<file path="src/rtl/mem_pkg.sv">
// Shared encodings for the byte-wide RAM port sequencer: access sizes, FSM states, grant ids.
// Latency: n/a (types and pure functions only).
// Backpressure: n/a.
package mem_pkg;

  localparam logic [1:0] SZ_BYTE = 2'b00;
  localparam logic [1:0] SZ_HALF = 2'b01;
  localparam logic [1:0] SZ_WORD = 2'b10;
  localparam logic [1:0] SZ_BAD  = 2'b11;

  typedef enum logic [1:0] {
    ST_IDLE = 2'd0,
    ST_XFER = 2'd1,
    ST_DONE = 2'd2
  } state_t;

  typedef enum logic {
    GNT_IF = 1'b0,
    GNT_DM = 1'b1
  } gnt_t;

  // True when the access cannot be performed: bad size code or address not
  // aligned to the access size.
  function automatic logic misaligned(input logic [1:0] size, input logic [1:0] lo);
    case (size)
      SZ_BYTE: misaligned = 1'b0;
      SZ_HALF: misaligned = lo[0];
      SZ_WORD: misaligned = |lo;
      default: misaligned = 1'b1;
    endcase
  endfunction

  // Index of the final beat (beats - 1) for a legal size.
  function automatic logic [1:0] last_beat(input logic [1:0] size);
    case (size)
      SZ_HALF: last_beat = 2'd1;
      SZ_WORD: last_beat = 2'd3;
      default: last_beat = 2'd0;
    endcase
  endfunction

endpackage

</file>
<file path="src/rtl/mem_arb2.sv">
// Two-way arbiter between instruction fetch and data memory requesters.
// Latency: combinational, grant valid in the same cycle as the requests.
// Backpressure: none; the loser simply keeps its request asserted.
import mem_pkg::*;

module mem_arb2 #(
  parameter bit RR_EN = 1'b1
) (
  input  logic if_req,
  input  logic dm_req,
  input  gnt_t last_grant,
  output gnt_t grant,
  output logic any_req
);

  assign any_req = if_req | dm_req;

  // On a tie either alternate away from the previous winner or favour DM.
  always_comb begin
    grant = GNT_IF;
    if (if_req && dm_req) begin
      if (RR_EN) grant = (last_grant == GNT_IF) ? GNT_DM : GNT_IF;
      else       grant = GNT_DM;
    end else if (dm_req) begin
      grant = GNT_DM;
    end
  end

endmodule

</file>
<file path="src/rtl/mem_port_sequencer.sv">
// Shares one byte-wide RAM between fetch and data ports, splitting words into big-endian byte beats.
// Latency: done in cycle N+1 after the request cycle (N = 1/2/4 beats); errors report in cycle 1.
// Backpressure: requesters hold req until their done pulse; the ungranted port waits untouched.
import mem_pkg::*;

module mem_port_sequencer #(
  parameter int ADDR_W = 8,
  parameter bit RR_EN  = 1'b1
) (
  input  logic              clk,
  input  logic              clr,
  input  logic              if_req,
  input  logic [ADDR_W-1:0] if_addr,
  output logic              if_done,
  output logic [31:0]       if_rdata,
  output logic              if_err,
  input  logic              dm_req,
  input  logic              dm_we,
  input  logic [1:0]        dm_size,
  input  logic [ADDR_W-1:0] dm_addr,
  input  logic [31:0]       dm_wdata,
  output logic              dm_done,
  output logic [31:0]       dm_rdata,
  output logic              dm_err,
  output logic              ram_en,
  output logic              ram_we,
  output logic [ADDR_W-1:0] ram_addr,
  output logic [7:0]        ram_wdata,
  input  logic [7:0]        ram_rdata,
  output logic              busy
);

  state_t            state;
  gnt_t              gnt;
  gnt_t              last_grant;
  gnt_t              grant;
  logic              any_req;
  logic [ADDR_W-1:0] addr_q;
  logic [1:0]        lastk_q;
  logic [1:0]        k;
  logic              we_q;
  logic [31:0]       wdata_q;
  logic [23:0]       acc;

  logic [1:0]        sel_size;
  logic [ADDR_W-1:0] sel_addr;
  logic              sel_we;
  logic              sel_err;
  logic              in_xfer;
  logic [4:0]        bsel;
  logic [31:0]       rd_word;

  mem_arb2 #(.RR_EN(RR_EN)) u_arb (
    .if_req     (if_req),
    .dm_req     (dm_req),
    .last_grant (last_grant),
    .grant      (grant),
    .any_req    (any_req)
  );

  // Present the winning port's request fields; fetches are always word reads.
  always_comb begin
    sel_size = SZ_WORD;
    sel_addr = if_addr;
    sel_we   = 1'b0;
    if (grant == GNT_DM) begin
      sel_size = dm_size;
      sel_addr = dm_addr;
      sel_we   = dm_we;
    end
  end

  assign sel_err = misaligned(sel_size, sel_addr[1:0]);

  // RAM beat signals decode straight from registered state. The write strobe is
  // also gated by clr so an aborting access cannot land one more byte.
  assign in_xfer   = (state == ST_XFER);
  assign ram_en    = in_xfer;
  assign ram_we    = in_xfer & we_q & ~clr;
  assign ram_addr  = addr_q + ADDR_W'(k);
  assign bsel      = {lastk_q - k, 3'b000};
  assign ram_wdata = wdata_q[bsel +: 8];
  assign busy      = (state != ST_IDLE);
  assign rd_word   = {acc, ram_rdata};

  // Sequencer FSM: grant and latch in IDLE, run byte beats in XFER, pulse done in DONE.
  always_ff @(posedge clk) begin
    if (clr) begin
      state      <= ST_IDLE;
      gnt        <= GNT_IF;
      last_grant <= GNT_IF;
      addr_q     <= '0;
      lastk_q    <= 2'd0;
      k          <= 2'd0;
      we_q       <= 1'b0;
      wdata_q    <= '0;
      acc        <= '0;
      if_done    <= 1'b0;
      if_err     <= 1'b0;
      if_rdata   <= '0;
      dm_done    <= 1'b0;
      dm_err     <= 1'b0;
      dm_rdata   <= '0;
    end else begin
      if_done <= 1'b0;
      if_err  <= 1'b0;
      dm_done <= 1'b0;
      dm_err  <= 1'b0;
      case (state)
        ST_IDLE: begin
          if (any_req) begin
            gnt        <= grant;
            last_grant <= grant;
            addr_q     <= sel_addr;
            lastk_q    <= last_beat(sel_size);
            we_q       <= sel_we;
            wdata_q    <= dm_wdata;
            k          <= 2'd0;
            acc        <= '0;
            if (sel_err) begin
              // Rejected access skips the RAM entirely and reports immediately.
              state <= ST_DONE;
              if (grant == GNT_IF) begin
                if_done  <= 1'b1;
                if_err   <= 1'b1;
                if_rdata <= '0;
              end else begin
                dm_done  <= 1'b1;
                dm_err   <= 1'b1;
                dm_rdata <= '0;
              end
            end else begin
              state <= ST_XFER;
            end
          end
        end
        ST_XFER: begin
          acc <= rd_word[23:0];
          k   <= k + 2'd1;
          if (k == lastk_q) begin
            state <= ST_DONE;
            if (gnt == GNT_IF) begin
              if_done  <= 1'b1;
              if_rdata <= rd_word;
            end else begin
              dm_done  <= 1'b1;
              dm_rdata <= we_q ? 32'd0 : rd_word;
            end
          end
        end
        ST_DONE: state <= ST_IDLE;
        default: state <= ST_IDLE;
      endcase
    end
  end

endmodule
</file>
<file path="config.mk">
export PLATFORM = sky130hd
export DESIGN_NAME = mem_port_sequencer
export DESIGN_NICKNAME = d
export VERILOG_FILES = /design/src/rtl/mem_pkg.sv /design/src/rtl/mem_arb2.sv /design/src/rtl/mem_port_sequencer.sv
export SDC_FILE = /design/constraint.sdc
export NUM_CORES = 1
export LEC_CHECK = 0
export BUFFER_PORTS_ARGS = -buffer_cell sky130_fd_sc_hd__buf_2
export CAP_MARGIN = 15
export CELL_PAD_IN_SITES_DETAIL_PLACEMENT = 1
export CELL_PAD_IN_SITES_GLOBAL_PLACEMENT = 2
export CORE_ASPECT_RATIO = 1.1
export CORE_MARGIN = 2
export CORE_UTILIZATION = 31
export CTS_CLUSTER_DIAMETER = 40
export DETAILED_ROUTE_END_ITERATION = 8
export PLACE_DENSITY = 0.84
export SETUP_SLACK_MARGIN = 0.5
export SLEW_MARGIN = 20
export SYNTH_ARGS = -nofsm -noshare
export SYNTH_HDL_FRONTEND = slang
export SYNTH_HIERARCHICAL = 1
export SYNTH_SLANG_ARGS = --single-unit
</file>
<file path="constraint.sdc">
create_clock -name clk -period 2.7 [get_ports clk]
set_input_delay 0.135 -clock clk [delete_from_list [all_inputs] [get_ports clk]]
set_output_delay 0.135 -clock clk [all_outputs]
set_load 0.01 [all_outputs]
</file>
==> results of run 1 <==
## repair_timing
item                                    in CTS  in global routing
endpoints found under the setup margin      79                 74
gates cloned                                 0                  6
resized for setup                           23                 43
setup buffers                                2                 12
hold buffers                                38                  0
pin swaps                                    5                 14
endpoints found under the hold margin       40                  0
## sequential cells by signal (all words and copies together), names as in the netlist
register	flops
addr_q	8
wdata_q	32
we_q	1
lastk_q	2
state	2
if_err	1
dm_err	1
dm_rdata	32
acc	24
dm_done	1
if_done	1
last_grant	1
if_rdata	32
k	2
## final timing paths
path | start | to | slack, ps | depth (start not counted)
setup / recovery | last_grant | dm_rdata[24] | 390 | 9
hold / removal | ram_rdata[7] | if_rdata[7] | 3 | 3
setup reg to reg | last_grant | dm_rdata[24] | 390 | 9
hold reg to reg | if_rdata[30] | if_rdata[30] | 450 | 2
## layout make-up
cell class	instances	area share [%]
Multi-Input combinational cell	445	35.0
Sequential cell	140	34.6
Timing Repair Buffer	220	19.0
Clock buffer	21	5.77
Tap cell	243	3.73
Clock inverter	11	1.44
Inverter	10	0.460
## per-stage QoR
| stage | cell area (um2) | utilization (%) |
|---|---|---|
| floorplan | 5760 | - |
| global placement | 6720 | 36.8 |
| detailed placement | 6720 | 36.8 |
| CTS | 7760 | 42.4 |
| global route | 8160 | 44.6 |
| finish | 8160 | 44.6 |
## per-layer routing
layer / GRT usage, % / up-vias
li1: - / 2563
met1: 22.9 / 2638
met2: 32.5 / 126
met3: 3.90 / 22
met4: 5.53 / 0
met5: 0 / -
## critical path: cells and delay by family, from the launching register on
family                 cells  cell delay, ps
AND/OR/NAND/NOR            3             800
AO/OA/AOI/OAI              2             380
flip-flops                 1             360
multiplexers               1             210
buffers and inverters      3             460
## synth_stat cells (7+ instances only)
master,number
dfxtp_1,140
nand2_1,139
a21oi_1,71
nor2_1,41
mux2i_1,40
nand2b_1,35
nand3_1,33
clkbuf_1,28
a22oi_1,24
a211oi_1,9
inv_1,9
buf_1,8
buf_2,7
## cells by family after synthesis
logic type               synth area share, %
AO/OA/AOI/OAI                           12.1
XOR/XNOR                                1.22
adder cells (fa/ha/maj)                 1.65
buffers and inverters                   4.72
flip-flops                              48.7
multiplexers                            10.5
AND/OR/NAND/NOR                         21.1
## where the power goes
| part | internal [mW] | switching [mW] |
|---|---|---|
| sequential | 2.17 | 0.0935 |
| combinational | 0.559 | 0.695 |
| clock | 1.43 | 0.910 |
==> results by group, run 1 <==
Cells and area
  • Sequential Area: between 2000 and 3000 um2
  • Nets: 904
  • Multi-input logic area: about 2900 um2
  • FILL cells: around 2100
  • Commonest cells after routing, fill and taps aside: buf_2 (146), nand2_1 (139), dfxtp_1 (134)
  • Share of cells above drive strength 1: about a third
  • Layout area overhead: 41.8%
  • Fin cells: 1090
  • ANT cells: 0
  • Commonest non-fill, non-tap cell in the layout: buf_2

Synth
  • Number of synthesized flops with an enable pin: 0
  • Largest cells by area after synthesis: dfxtp_1 (49%), nand2_1 (9.1%), mux2i_1 (7.0%), a21oi_1 (6.2%), nand2b_1 (3.8%)
  • Distinct cells, synth: 42
  • Cell count after synthesis: 645
  • Largest area contributor in the netlist: dfxtp_1
  • Yosys synthesis warning count: 6
  • Synth Net Count: 715
  • Top-area cell type share of the netlist area: about half
  • Ys async rst share: 0%
  • Mean Syn Cell Area: between 8 and 9 um2
  • Main synth FF type: dfxtp_1
  • Sequential element share of the synthesized area: 48.7%
  • Yosys reg bits: 140
  • Netlist Area Pre-Place: ~5800 um2

Timing
  • Fin. Hold Viols: 0
  • Final setup margin: a little under 400 ps
  • Period utilisation layout: between 80% and 90%
  • Rel. slew slack: 55.4%
  • Setup TNS: 0 ps
  • Unrepaired setup endpoints after global routing: yes
  • Fin. max-slew vios: 0
  • Minimum clock period: 2310 ps
  • Skew final: about 21 ps
  • Hold slack: 2.88 ps
  • Setup violators final: 0
  • Max Clock Freq: 434 MHz
  • Measured slew at the worst slew-check pin: roughly 670 ps

Clock network
  • Clk Latency, worst-skew pair: about 430 ps
  • Longest Clk Path Bufs: 2
  • CTS tree: built
  • Deepest level of the CTS H-tree: 4
  • Clk slew on worst S/H paths: 60 ps
  • TritonCTS buffer count: 17
  • Clock sink count: 140
  • Clock Tree Root: clkbuf_16

Critical path
  • Nature of the critical path startpoint: register
  • Crit path max fanout: 8
  • Crit-path max cell delay: ~380 ps
  • CP required: 3030 ps
  • Kind of critical path: register to register
  • Slowest-stage cell, CP: or3b_4
  • Worst path cell trace: a21boi_4 > buf_8 > or3b_4 > o311a_4 > nor4_4 > nor3_4 > buf_12 > buf_12 > mux2i_2
  • CP arrival: roughly 2600 ps
  • Worst setup EP type: register
  • Most common cell on crit path: buf_12

Detailed routing
  • Detailed-route via count: 5349
  • Final WL: a little under 20000 um
  • Number of remaining DRC errors: 0
  • Via density per instance: 4.91
  • Met1 wire length: ~8300 um
  • Detailed Route Iter0 Violations: 300
  • Drt pass-1 iters: 5
  • DR WL/cell: 18.1 um
  • Highest metal used: met4
  • WL met2: 10300 um
  • Remaining antenna violation count after routing: 0
  • DR WL met3: approximately 770 um

GRT
  • Gr usage total: about 19%
  • First-pass GRT wire length: 29200 um
  • Largest net degree at the start of global routing: about 110
  • Antenna violations before repair: 0
  • Vias in the first global route: between 5000 and 6000
  • Grt ovf: 0

Run
  • Max-Cap Viols: 0

Floorplan
  • Initial Util: 31.5%
  • Die ar.: 19700 um2
  • # rows: 52
  • # IOs: 150
  • Core area: 18300 um2
  • Die Span X: 134 um
  • Die height: ~150 um

Place
  • Detailed Place HPWL: ~12000 um
  • Port Buffers: approximately 150
  • Dpl ws: around 220 ps
  • Dpl cells: 1000
  • Gpl congestion: 0.795

Pwr
  • Peak VDD IR: 0.000489 V
  • Power Total: roughly 6 mW
  • LEAKAGE: 3.35 nW
  • Pwr/cell area: roughly 720 nW/um2

Outcome
  • Status: completed

Hold path
  • Hold crit path type: primary input to register
No activity file was read; power rests on OpenSTA's default activity.
==> run 2, diff against run 1 <==
Settings changed: SYNTH_HIERARCHICAL 1 to not set.
==> run 2 against run 1 <==
Effect of this change:
- flip-flop and latch count stayed put
- highest routed layer is now met5
- combinational power is 9.6% higher
- non-clock buffer count is 2 lower
- critical path type unchanged
==> results by group, run 2 <==
Outcome
  • Status: completed

Pwr
  • Peak VDD IR: around 0.00047 V
  • Power Total: 6.22 mW
  • LEAKAGE: 3.38 nW
  • Pwr/cell area: approximately 750 nW/um2

Synth
  • Largest cells by area after synthesis: dfxtp_1 (47%), nand2_1 (7.1%), mux2i_1 (6.6%), a21oi_1 (6.1%), nand2b_1 (3.6%)
  • Synth cell count leaders: dfxtp_1 (140), nand2_1 (112), a21oi_1 (72), nor2_1 (49), mux2i_1 (39)
  • Distinct cells, synth: 50
  • Yosys reg bits: 140
  • Ys async rst share: 0%
  • Yosys synthesis warning count: 0
  • Mean Syn Cell Area: roughly 9 um2
  • Netlist Area Pre-Place: slightly below 6000 um2
  • Top-area cell type share of the netlist area: between 40% and 50%
  • Number of synthesized flops with an enable pin: 0
  • Synth Net Count: around 730
  • Cell count after synthesis: around 660
  • Sequential element share of the synthesized area: roughly 47%
  • Top-count cell post-synth: dfxtp_1
  • Largest area contributor in the netlist: dfxtp_1
  • Main synth FF type: dfxtp_1

Floorplan
  • Die Span X: 136 um
  • Initial Util: roughly a third
  • Die ar.: about 20000 um2
  • Core area: roughly 19000 um2
  • # rows: 52
  • Die height: about 150 um
  • # IOs: 150

GRT
  • Antenna violations before repair: 1
  • Grt ovf: 0
  • Largest net degree at the start of global routing: between 80 and 90
  • Vias in the first global route: 5614
  • First-pass GRT wire length: roughly 30000 um
  • Gr usage total: a little under a fifth

Timing
  • Rel. slew slack: between 50% and 60%
  • Fin. max-slew vios: 0
  • Minimum clock period: between 2000 and 2500 ps
  • Measured slew at the worst slew-check pin: roughly 600 ps
  • Skew final: 13.1 ps
  • Final setup margin: 435 ps
  • Setup TNS: 0 ps
  • Setup violators final: 0
  • Fin. Hold Viols: 0
  • Max Clock Freq: 441 MHz
  • Period utilisation layout: 83.9%
  • Unrepaired setup endpoints after global routing: yes

Clock network
  • Deepest level of the CTS H-tree: 4
  • Longest Clk Path Bufs: 2
  • Clock sink count: 140
  • Clock Tree Root: clkbuf_16
  • CTS tree: built
  • TritonCTS buffer count: 17
  • Clk slew on worst S/H paths: about 60 ps
  • Clk Latency, worst-skew pair: 420 ps

Place
  • Detailed Place HPWL: 12000 um
  • Post-DP Area: about 6900 um2
  • Port Buffers: 149
  • Dpl cells: between 1000 and 1500
  • Gpl congestion: approximately 0.78
  • Dpl ws: between 200 and 300 ps

Detailed routing
  • Via density per instance: 5.00
  • DR WL/cell: 18.0 um
  • Detailed-route via count: around 5500
  • Remaining antenna violation count after routing: 0
  • Final WL: between 15000 and 20000 um
  • Drt pass-1 iters: 4
  • Detailed Route Iter0 Violations: ~270
  • Number of remaining DRC errors: 0

Hold path
  • Hold crit path type: primary input to register
  • Hold path start: ram_rdata[3]

Critical path
  • Setup slack, reg-to-reg: 430 ps
  • Worst Setup SP: last_grant
  • Nature of the critical path startpoint: register
  • CP endpoint: dm_rdata[2]
  • R2R depth: 10
  • Crit path max fanout: 8
  • Critical R2R Launch: last_grant
  • CP required: about 3000 ps
  • R2R Path End: dm_rdata[2]
  • CP arrival: about 2600 ps
  • Worst setup EP type: register
  • Kind of critical path: register to register

Cells and area
  • Share of cells above drive strength 1: 30.0%
  • Commonest cells after routing, fill and taps aside: buf_2 (142), dfxtp_1 (136), nand2_1 (110)
  • Fin cells: about 1100
  • Layout area overhead: 40.0%
  • Sequential Area: 2810 um2
  • Nets: 912
  • FILL cells: ~2200
  • Final std cell area, no fill: roughly 8300 um2
  • Commonest non-fill, non-tap cell in the layout: buf_2
  • Multi-input logic area: ~3000 um2
  • ANT cells: 0
  • Top Registers: dm_rdata (32), if_rdata (32), wdata_q (32)

Run
  • Max-Cap Viols: 0
## run 2: final cells by class
class	count	share of cell area (%)
multi-input cells	456	35.5
inverters	9	0.408
flip-flops and latches	140	34.0
repair buffers	218	18.6
well taps	243	3.67
clock inverters	9	1.91
clock buffers	21	5.94
## run 2: worst max-delay path: stages (launching register included)
cell and delay, ps:
dfxtp_4 360, a21boi_4 220, nand2b_4 90, ha_4 160
or3_4 370, nor4_4 260, buf_4 180, nor3_4 50
buf_6 150, clkbuf_16 170, mux2i_1 120
## run 2: kinds of logic after synthesis
kind of cell               after synthesis  share of synthesized area (%)
and+or+nand+nor                        244                           19.4
AOI/OAI and AO/OA                      149                           14.9
DFF                                    140                           47.4
muxes                                   48                           10.3
xor gates and xnor gates                 8                           1.19
buffers and inverters                   62                           5.16
adders and majority gates                7                           1.61
## run 2: how the worst min path moves through the flow
stage / to / cells after the start / slack, ps
2_1_floorplan: wdata_q[0] / 2 / 270
3_3_place_gp: wdata_q[25] / 3 / 380
3_5_place_dp: wdata_q[13] / 3 / 380
4_1_cts: dm_rdata[2] / 3 / 1
5_1_grt: dm_rdata[3] / 3 / 8
6_report: dm_rdata[3] / 3 / 20
## run 2: stage by stage
stage               utilization [%]  hold WS [ps]
finish                         44.6          16.7
global route                   44.6          8.16
CTS                            43.3         0.970
detailed placement             37.1           384
global placement               37.1           379
floorplan                         -           271
## run 2: where the power goes
group / internal, mW / switching (mW) / total [mW]
clock: 1.67 / 0.911 / 2.58
combinational: 0.587 / 0.784 / 1.37
sequential: 2.18 / 0.0907 / 2.27
## run 2: per-layer routing
metal	share of wire [%]	routed length (um)	global-route usage, %
met3	6.1	1210	5.88
met2	50	9940	33.3
met5	0.066	13	0
met4	1.4	267	5.94
met1	42	8320	22.1
## run 2: repair_timing
item | CTS | global route
gates cloned | 0 | 3
resized for setup | 21 | 37
pin swaps | 4 | 12
hold endpoints to repair | 36 | 0
hold buffers | 37 | 0
buffers inserted | 3 | 11
setup endpoints to repair | 73 | 73
==> run 3, diff against run 2 <==
Clock period 2.7 ns to 2.1 ns, I/O delays scaled along.
==> run 3 against run 2 <==
Effect of this change:
- the run now ends with setup timing left
- cell count up 3.6%
- clock power grew 17%
- highest routed layer is now met4
- power is 33% higher
- count of clock-buffer cells in the layout stayed put
- sequential power increased by 30%
- largest power group unchanged
- critical endpoint is now if_rdata[13]
- sequential share of layout area is 2.3 points lower
==> results by group, run 3 (synthesized netlist as in run 2, its figures left out) <==
Outcome
  • Status: complete, but fails checks
  • Failing checks: setup timing

Detailed routing
  • Detailed Route Iter0 Violations: 393
  • Final WL: between 20000 and 25000 um
  • Drt pass-1 iters: 4
  • Number of remaining DRC errors: 0
  • Via density per instance: 5.12
  • Detailed-route via count: between 5000 and 6000
  • Remaining antenna violation count after routing: 0
  • DR WL/cell: ~20 um

Timing
  • Setup violators final: 70
  • Max Clock Freq: roughly 460 MHz
  • Period utilisation layout: 104%
  • Fin. max-slew vios: 0
  • Rel. slew slack: between 60% and 70%
  • Final setup margin: -91.1 ps
  • Minimum clock period: 2190 ps
  • Skew final: roughly 7.0 ps
  • Measured slew at the worst slew-check pin: ~560 ps
  • Unrepaired setup endpoints after global routing: yes
  • Fin. Hold Viols: 0

Critical path
  • Worst setup EP type: register
  • CP required: ~2500 ps
  • Crit path max fanout: 6
  • Critical R2R Launch: last_grant
  • CP delay by family, top: compound AO/OA/AOI/OAI gates
  • Buf/Inv on CP: 3
  • Worst path cell trace: a21boi_4 > nand2b_4 > ha_4 > or3_4 > buf_6 > o211ai_4 > buf_12 > buf_8 > o21ai_0 > a21oi_1
  • Kind of critical path: register to register
  • R2R depth: 10
  • CP arrival: between 2000 and 3000 ps
  • R2R Path End: if_rdata[13]
  • Nature of the critical path startpoint: register
  • Slowest-stage cell, CP: or3_4
  • Setup slack, reg-to-reg: -90 ps
  • Crit-path max cell delay: 400 ps

Floorplan
  • Core area: approximately 19000 um2
  • # rows: 52
  • Die ar.: just over 20000 um2
  • # IOs: 150
  • Die height: 149 um
  • Die Span X: about 140 um
  • Initial Util: a little under a third

Pwr
  • Clk network pwr share: between 30% and 40%
  • LEAKAGE: about 3.7 nW
  • Power Total: a little over 8 mW
  • Logic gate share of total power: between 20% and 30%
  • Power Internal: between 5 and 6 mW
  • Switching share of power: 30.1%
  • Pwr/cell area: 929 nW/um2
  • Sequential Power Share: between 30% and 40%
  • Switching power: approximately 2.5 mW
  • Peak VDD IR: approximately 0.00058 V

Cells and area
  • Commonest non-fill, non-tap cell in the layout: buf_2
  • Commonest cells after routing, fill and taps aside: buf_2 (141), dfxtp_1 (131), nand2_1 (109)
  • Layout area overhead: 50.6%
  • Final std cell area, no fill: about 8900 um2
  • Share of cells above drive strength 1: a little over a third
  • ANT cells: 0
  • Top Registers: dm_rdata (32), if_rdata (32), wdata_q (32)
  • Nets: 950

GRT
  • Largest net degree at the start of global routing: a little under 80
  • Gr usage total: approximately a fifth
  • First-pass GRT wire length: 32700 um
  • Vias in the first global route: slightly below 6000
  • Grt ovf: 0
  • Antenna violations before repair: 0

Hold path
  • Hold Path Cell Cnt: 3
  • Hold path start: if_addr[4]
  • Worst hold endpoint: addr_q[4]
  • Hold crit path type: primary input to register

Clock network
  • Longest Clk Path Bufs: 2
  • Deepest level of the CTS H-tree: 4
  • TritonCTS buffer count: 17
  • Clk Latency, worst-skew pair: between 400 and 500 ps
  • Clock Tree Root: clkbuf_16
  • Clock sink count: 140
  • Clk slew on worst S/H paths: 60 ps
  • CTS tree: built

Place
  • Detailed Place HPWL: roughly 13000 um
  • Gpl congestion: between 0.7 and 0.8
  • Port Buffers: about 150
  • Post-DP Area: 7030 um2

Run
  • Max-Cap Viols: 0
run 3: cell types whose count changed in the layout (fill, tap and decap cells not counted), sizes merged:
| cell | delta |
|---|---|
| clkinvlp | +1 |
| inv | -1 |
| dlygate4sd3 | +5 |
| buf | +28 |
| clkinv | +3 |
| bufinv | -2 |
| clkbuf | +2 |
| bufbuf | +3 |
run 3: cell type report:
| type | instances | area (um2) |
|---|---|---|
| inverters | 9 | 38.8 |
| clock buffers | 21 | 470 |
| fillers | 2103 | 9640 |
| multi-input cells | 456 | 3070 |
| well taps | 243 | 304 |
| flip-flops and latches | 140 | 2820 |
| repair buffers | 256 | 2080 |
| clock inverters | 10 | 115 |
run 3: routing by layer:
| layer | vias up | global-route usage [%] | part of all wire [%] |
|---|---|---|---|
| li1 | 2739 | - | - |
| met5 | - | 0 | 0 |
| met3 | 29 | 3.67 | 3.9 |
| met4 | 0 | 5.89 | 1.7 |
| met1 | 2873 | 25.7 | 42 |
| met2 | 168 | 37.5 | 52 |
run 3: what timing repair did:
| item | 4_1_cts | 5_1_grt |
|---|---|---|
| pin swaps | 10 | 28 |
| gates cloned | 6 | 6 |
| gates resized for setup | 62 | 39 |
| buffers inserted | 14 | 10 |
| hold buffers | 42 | 0 |
| endpoints found under the hold margin | 43 | 0 |
| setup endpoints to repair | 112 | 112 |
run 3: worst min-delay path: cells and delay by family:
family	cells	cell delay (ps)
buffers and inverters	1	100
AOI/OAI and AO/OA	1	80
muxes	1	120
run 3: worst max path at each step:
stage                     from            to  slack, ps  cells past startpoint
floorplan           last_grant   if_rdata[0]       -260                     10
CTS                       k[1]  ram_wdata[2]        -10                      5
detailed placement  last_grant   if_rdata[5]       -120                      8
global route        last_grant   if_rdata[7]       -180                     10
finish              last_grant  if_rdata[13]        -90                     10
global placement    last_grant  if_rdata[27]        -50                      8
run 3: per-stage QoR:
| stage | setup slack (ps) | utilization (%) | hold slack [ps] | instances | TNS, ps |
|---|---|---|---|---|---|
| 3_5_place_dp | -123 | 37.9 | 354 | 1026 | -2870 |
| 2_1_floorplan | -264 | - | 241 | 658 | -11800 |
| 3_3_place_gp | -45.8 | 37.9 | 352 | 1026 | -967 |
| 4_1_cts | -14.0 | 45.9 | 8.50 | 1119 | -83.9 |
| 5_1_grt | -178 | 48.0 | 35.0 | 1135 | -8990 |
| 6_report | -91.1 | 48.0 | 32.3 | 1135 | -3070 |
run 3: power groups by stage:
stage | clock network [mW] | logic [mW] | registers [mW]
6_report | 3.01 | 2.33 | 2.94
5_1_grt | 3.15 | 2.48 | 2.95
4_1_cts | 3.04 | 1.97 | 2.92
3_5_place_dp | 0 | 1.54 | 2.97
3_3_place_gp | 0 | 1.53 | 2.96
2_1_floorplan | 0 | 1.01 | 2.94
